[src/rtl/character_renderer.sv]
// ============================================================================
// Module      : character_renderer
// Description : Erases the previous square character box and draws the new one,
//               emitting one VGA pixel write per clock.
// Revision    : 1.0
// ============================================================================
`default_nettype none

module character_renderer #(
    parameter int          BOX_SIZE  = 4,
    parameter logic [2:0]  BG_COLOUR = 3'b000
) (
    input  logic       iClock,
    input  logic       iResetn,
    input  logic       iStart,
    input  logic [7:0] iX,
    input  logic [6:0] iY,
    input  logic [2:0] iColour,
    output logic [7:0] oX,
    output logic [6:0] oY,
    output logic [2:0] oColour,
    output logic       oPlot,
    output logic       oBusy,
    output logic       oDone
);

    localparam logic [1:0] c_IDLE  = 2'd0;
    localparam logic [1:0] c_ERASE = 2'd1;
    localparam logic [1:0] c_DRAW  = 2'd2;
    localparam logic [1:0] c_DONE  = 2'd3;

    localparam logic [2:0] c_LAST  = 3'(BOX_SIZE - 1);
    localparam logic [8:0] c_X_MAX = 9'd159;
    localparam logic [7:0] c_Y_MAX = 8'd119;

    logic [1:0] r_state;
    logic [1:0] w_next_state;

    logic [2:0] r_dx;
    logic [2:0] r_dy;
    logic [7:0] r_new_x;
    logic [6:0] r_new_y;
    logic [2:0] r_new_colour;
    logic [7:0] r_old_x;
    logic [6:0] r_old_y;
    logic       r_old_valid;

    logic       w_last;
    logic       w_active;
    logic [7:0] w_base_x;
    logic [6:0] w_base_y;
    logic [2:0] w_colour;
    logic [8:0] w_sum_x;
    logic [7:0] w_sum_y;
    logic       w_plot;
    logic       w_done;

    assign w_last = (r_dx == c_LAST) && (r_dy == c_LAST);

    // ------------------------------------------------------------------
    // State register
    // ------------------------------------------------------------------
    always_ff @(posedge iClock or negedge iResetn) begin
        if (!iResetn) begin
            r_state <= c_IDLE;
        end else begin
            r_state <= w_next_state;
        end
    end

    // ------------------------------------------------------------------
    // Next-state logic
    // ------------------------------------------------------------------
    always_comb begin
        w_next_state = r_state;
        case (r_state)
            c_IDLE: begin
                if (iStart) begin
                    w_next_state = r_old_valid ? c_ERASE : c_DRAW;
                end
            end
            c_ERASE: begin
                if (w_last) begin
                    w_next_state = c_DRAW;
                end
            end
            c_DRAW: begin
                if (w_last) begin
                    w_next_state = c_DONE;
                end
            end
            default: begin
                w_next_state = c_IDLE;
            end
        endcase
    end

    // ------------------------------------------------------------------
    // Output decode: sums are one bit wider so off-screen pixels clip
    // instead of wrapping back onto the visible area.
    // ------------------------------------------------------------------
    always_comb begin
        w_active = (r_state == c_ERASE) || (r_state == c_DRAW);
        w_done   = (r_state == c_DONE);
        w_base_x = r_new_x;
        w_base_y = r_new_y;
        w_colour = r_new_colour;
        if (r_state == c_ERASE) begin
            w_base_x = r_old_x;
            w_base_y = r_old_y;
            w_colour = BG_COLOUR;
        end
        w_sum_x = {1'b0, w_base_x} + {6'b0, r_dx};
        w_sum_y = {1'b0, w_base_y} + {5'b0, r_dy};
        w_plot  = w_active && (w_sum_x <= c_X_MAX) && (w_sum_y <= c_Y_MAX);
    end

    // ------------------------------------------------------------------
    // Raster counters and position registers
    // ------------------------------------------------------------------
    always_ff @(posedge iClock or negedge iResetn) begin
        if (!iResetn) begin
            r_dx         <= 3'd0;
            r_dy         <= 3'd0;
            r_new_x      <= 8'd0;
            r_new_y      <= 7'd0;
            r_new_colour <= 3'd0;
            r_old_x      <= 8'd0;
            r_old_y      <= 7'd0;
            r_old_valid  <= 1'b0;
        end else begin
            if ((r_state == c_IDLE) && iStart) begin
                r_new_x      <= iX;
                r_new_y      <= iY;
                r_new_colour <= iColour;
                r_dx         <= 3'd0;
                r_dy         <= 3'd0;
            end else if (w_active) begin
                if (w_last) begin
                    r_dx <= 3'd0;
                    r_dy <= 3'd0;
                end else if (r_dx == c_LAST) begin
                    r_dx <= 3'd0;
                    r_dy <= r_dy + 3'd1;
                end else begin
                    r_dx <= r_dx + 3'd1;
                end
            end
            if ((r_state == c_DRAW) && w_last) begin
                r_old_x     <= r_new_x;
                r_old_y     <= r_new_y;
                r_old_valid <= 1'b1;
            end
        end
    end

    // ------------------------------------------------------------------
    // Registered VGA outputs; coordinates hold while nothing is plotted
    // ------------------------------------------------------------------
    always_ff @(posedge iClock or negedge iResetn) begin
        if (!iResetn) begin
            oX      <= 8'd0;
            oY      <= 7'd0;
            oColour <= 3'd0;
            oPlot   <= 1'b0;
            oBusy   <= 1'b0;
            oDone   <= 1'b0;
        end else begin
            oPlot <= w_plot;
            oBusy <= w_active;
            oDone <= w_done;
            if (w_plot) begin
                oX      <= w_sum_x[7:0];
                oY      <= w_sum_y[6:0];
                oColour <= w_colour;
            end
        end
    end

endmodule

`default_nettype wire

[config.mk]
export PLATFORM = sky130hd
export DESIGN_NAME = character_renderer
export DESIGN_NICKNAME = d
export VERILOG_FILES = /design/src/rtl/character_renderer.sv
export SDC_FILE = /design/constraint.sdc
export NUM_CORES = 1
export LEC_CHECK = 0
export ABC_CLOCK_PERIOD_IN_PS = 4300
export BUFFER_PORTS_ARGS = -buffer_cell sky130_fd_sc_hd__buf_2
export CORE_MARGIN = 10
export CORE_UTILIZATION = 50
export CTS_CLUSTER_SIZE = 30
export DETAILED_ROUTE_END_ITERATION = 10
export HOLD_SLACK_MARGIN = 0.12
export PLACE_DENSITY_LB_ADDON = 0.12
export SYNTH_ARGS = -nofsm -noshare
export SYNTH_HDL_FRONTEND = slang
export SYNTH_SLANG_ARGS = --single-unit
export TNS_END_PERCENT = 5
[constraint.sdc]
create_clock -name iClock -period 4.3 [get_ports iClock]
set_input_delay 1.075 -clock iClock [delete_from_list [all_inputs] [get_ports iClock]]
set_output_delay 1.075 -clock iClock [all_outputs]
set_load 0.005 [all_outputs]
==> results_dict.tcl <==
set metrics [dict create \
    ff2ff_path_depth 10 \
    cts-resized-gates 0 \
    finalHoldViolCount 0 \
    layout-drive-gt1-share 0.425 \
    drtAntennaViolNets 0 \
    clock_path_buffers 2 \
    min_path_type "flip-flop to flip-flop" \
    netlist_area_mm2 0.00317 \
    start_util 0.527 \
    synth-async-reset-ratio 1.00 \
    routed_via_density 5.33 \
    worst_skew_pair.late_latency_ps 340 \
    cp-start-kind "flip-flop" \
    slew_violations 0 \
    wl_um 5900 \
    wl_per_cell_um 16.0 \
    fin_skew_ps 5.24 \
    cts_tree "done" \
    crit_cells 10 \
    synth_edf_count 0 \
    area_growth_pct 15.4 \
    cp_top_family "multiplexers" \
    syn_area_per_cell_um2 13.1 \
    fmax_ghz 0.266 \
    finalCritPeriodShare 0.874 \
    timing.max_slew.rel_slack 0.383 \
    arrival_ps 3980 \
    cts_htree_levels 3 \
    clkSlewWorstSetupHoldPaths_ps 70 \
    setup-tns-final_ps 0 \
    ys_warn_count 0 \
    grt_pass1_vias 2055 \
    cap_violations 0 \
    crit_start "r_state[1]$_DFFE_PN0P_" \
    cpMaxStageDelayCell "o21ai_4" \
    gp_congestion 0.759 \
    clkSinkCount 63 \
    die_height_um 99.7 \
    rsz0062_at_grt "no" \
    synth-seq-cells 63 \
    core_mm2 0.00603 \
    regToRegEndpoint "oX[3]$_DFFE_PN0P_" \
    critPathMaxStageDelay_ps 570 \
    diodes 0 \
    post-route-min-period_ps 3760 \
    r2r-start "r_state[1]$_DFFE_PN0P_" \
    first_pass_iters 4 \
    status "complete, no violations" \
    dieArea_mm2 0.00993 \
    row_count 28 \
    finalSetupViolations 0 \
    cts_setup_buffers 0 \
    yosysUniqueCellTypes 41 \
    leakage_uw 0.00182 \
    grt.total_usage 0.125 \
    cp-end-kind "flip-flop" \
    crit_required_ps 4520 \
    dpl.hpwl_um 4310 \
    root_buffer "clkbuf_8" \
    die_w_um 99.7 \
    antenna_found_initial 0 \
    ctsHoldBuffers 0 \
    drt_iter0_drc 29 \
    crit_type "flip-flop to flip-flop" \
    cts_buffers 9 \
    crit_path_end "oX[3]$_DFFE_PN0P_" \
    grt_pass1_wl_um 9870 \
    crit_fanout 18 \
    max_slew.worst_pin.slew_ps 923 \
    final_core_util 0.608 \
    vias 1968 \
    worstPathCellList "inv_1 > ha_1 > mux2_2 > ha_1 > and3_1 > o21a_4 > nand3_2 > mux2_4 > o21ai_4 > mux2_2" \
    final_nets 324 \
    synth-seq-area-share 0.497 \
    drc_errors 0 \
    reg2reg_slack_ps 540 \
    peakVddDrop_v 0.000415 \
    synth_cells 243 \
    io_buffers 41 \
    p_per_area_mw_per_mm2 762 \
    crit_buf_inv 1 \
    io_pins 42 \
    ys.flop_type "dfrtp_1" \
    grt_max_degree 36 \
    grt_overflow 0 \
    syn-num-nets 278 \
]
[layout by cell type, fill, tap and decap left out, types with 8 or more instances in the layout]
master	n
buf_2	41
dfrtp_1	63
ha_1	12
mux2_4	9
mux2i_1	8
nand2_1	9
inv_1	15
clkbuf_8	14
nor2b_1	10
mux2_2	48
a21oi_1	10
[worst reg2reg max path: stages, from the launching register on]
cell     delay (ps)
dfrtp_1         440
inv_1           100
ha_1            500
mux2_2          410
ha_1            330
and3_1          240
o21a_4          230
nand3_2          90
mux2_4          310
o21ai_4         570
mux2_2          410
[cell families after synthesis]
kind of cell | count (synthesis) | synth area share
flops | 63 | 0.497
mux | 68 | 0.250
xor+xnor | 11 | 0.0304
simple gates | 32 | 0.0544
fa+ha+maj | 14 | 0.0599
compound gates | 31 | 0.0722
buf+inv | 24 | 0.0367
[sequential cells by signal, indices dropped and copies added, names as in the netlist, 2 cells and up]
| signal | count |
|---|---|
| oColour | 3 |
| r_dx | 3 |
| r_old_x | 8 |
| r_old_y | 7 |
| r_dy | 3 |
| r_new_x | 8 |
| r_new_colour | 3 |
| r_new_y | 7 |
| oX | 8 |
| oY | 7 |
| r_state | 2 |
[report_power, final]
part / switching, µW / internal (µW)
Clock: 221 / 346
Combinational: 593 / 682
Sequential: 137 / 812
[final cells by class]
type	instances	area, µm²
Clock inverter	2	35.0
Sequential cell	63	1580
Fill cell	503	2360
Inverter	15	56.3
Multi-Input combinational cell	156	1480
Timing Repair Buffer	44	228
Tap cell	75	93.8
Clock buffer	14	193
[per-stage QoR]
step | hold slack [ps] | power (µW) | area (µm²) | setup WS [ps] | std cells
floorplan | 426 | 1970 | 3170 | 725 | 243
finish | 465 | 2790 | 3660 | 541 | 369
detailed placement | 455 | 2260 | 3430 | 520 | 353
global placement | 449 | 2230 | 3430 | 608 | 353
CTS | 469 | 2830 | 3660 | 509 | 369
global route | 501 | 3000 | 3660 | 289 | 369
[routing by layer]
layer / track usage / vias up / routed length (µm) / part of all wire
li1: - / 950 / - / -
met1: 0.158 / 967 / 2880 / 0.49
met2: 0.183 / 41 / 2590 / 0.44
met3: 0.0394 / 10 / 298 / 0.051
met4: 0.0750 / 0 / 122 / 0.021
met5: 0 / - / 0 / 0
[synthesized netlist by cell type, types with 2 or more instances]
cell type  number  area (µm²)
o31ai_1         2        15.0
clkbuf_1        6        22.5
o211ai_1        2        15.0
buf_6           2        22.5
ha_1           12         150
nand2_1         9        33.8
a21o_1          2        15.0
xnor2_1         7        61.3
dfrtp_1        63        1580
o21ai_0         3        15.0
inv_1          15        56.3
mux2i_1         8        80.1
nor2_1          4        15.0
nor2b_1        10        62.6
mux2_1          2        22.5
xor2_1          4        35.0
mux2_4          9         135
a21oi_1        10        50.1
and3_1          2        12.5
mux2_2         48         541
a32o_1          2        20.0
fa_1            2        40.0
[worst min path at each step]
stage	start	cells past startpoint	end
2_1_floorplan	r_old_valid$_DFFE_PN0P_	2	r_old_valid$_DFFE_PN0P_
3_3_place_gp	r_old_valid$_DFFE_PN0P_	2	r_old_valid$_DFFE_PN0P_
3_5_place_dp	r_old_valid$_DFFE_PN0P_	2	r_old_valid$_DFFE_PN0P_
4_1_cts	r_old_valid$_DFFE_PN0P_	2	r_old_valid$_DFFE_PN0P_
5_1_grt	r_old_valid$_DFFE_PN0P_	2	r_old_valid$_DFFE_PN0P_
6_report	r_old_valid$_DFFE_PN0P_	2	r_old_valid$_DFFE_PN0P_
No activity file was read; power rests on OpenSTA's default activity.
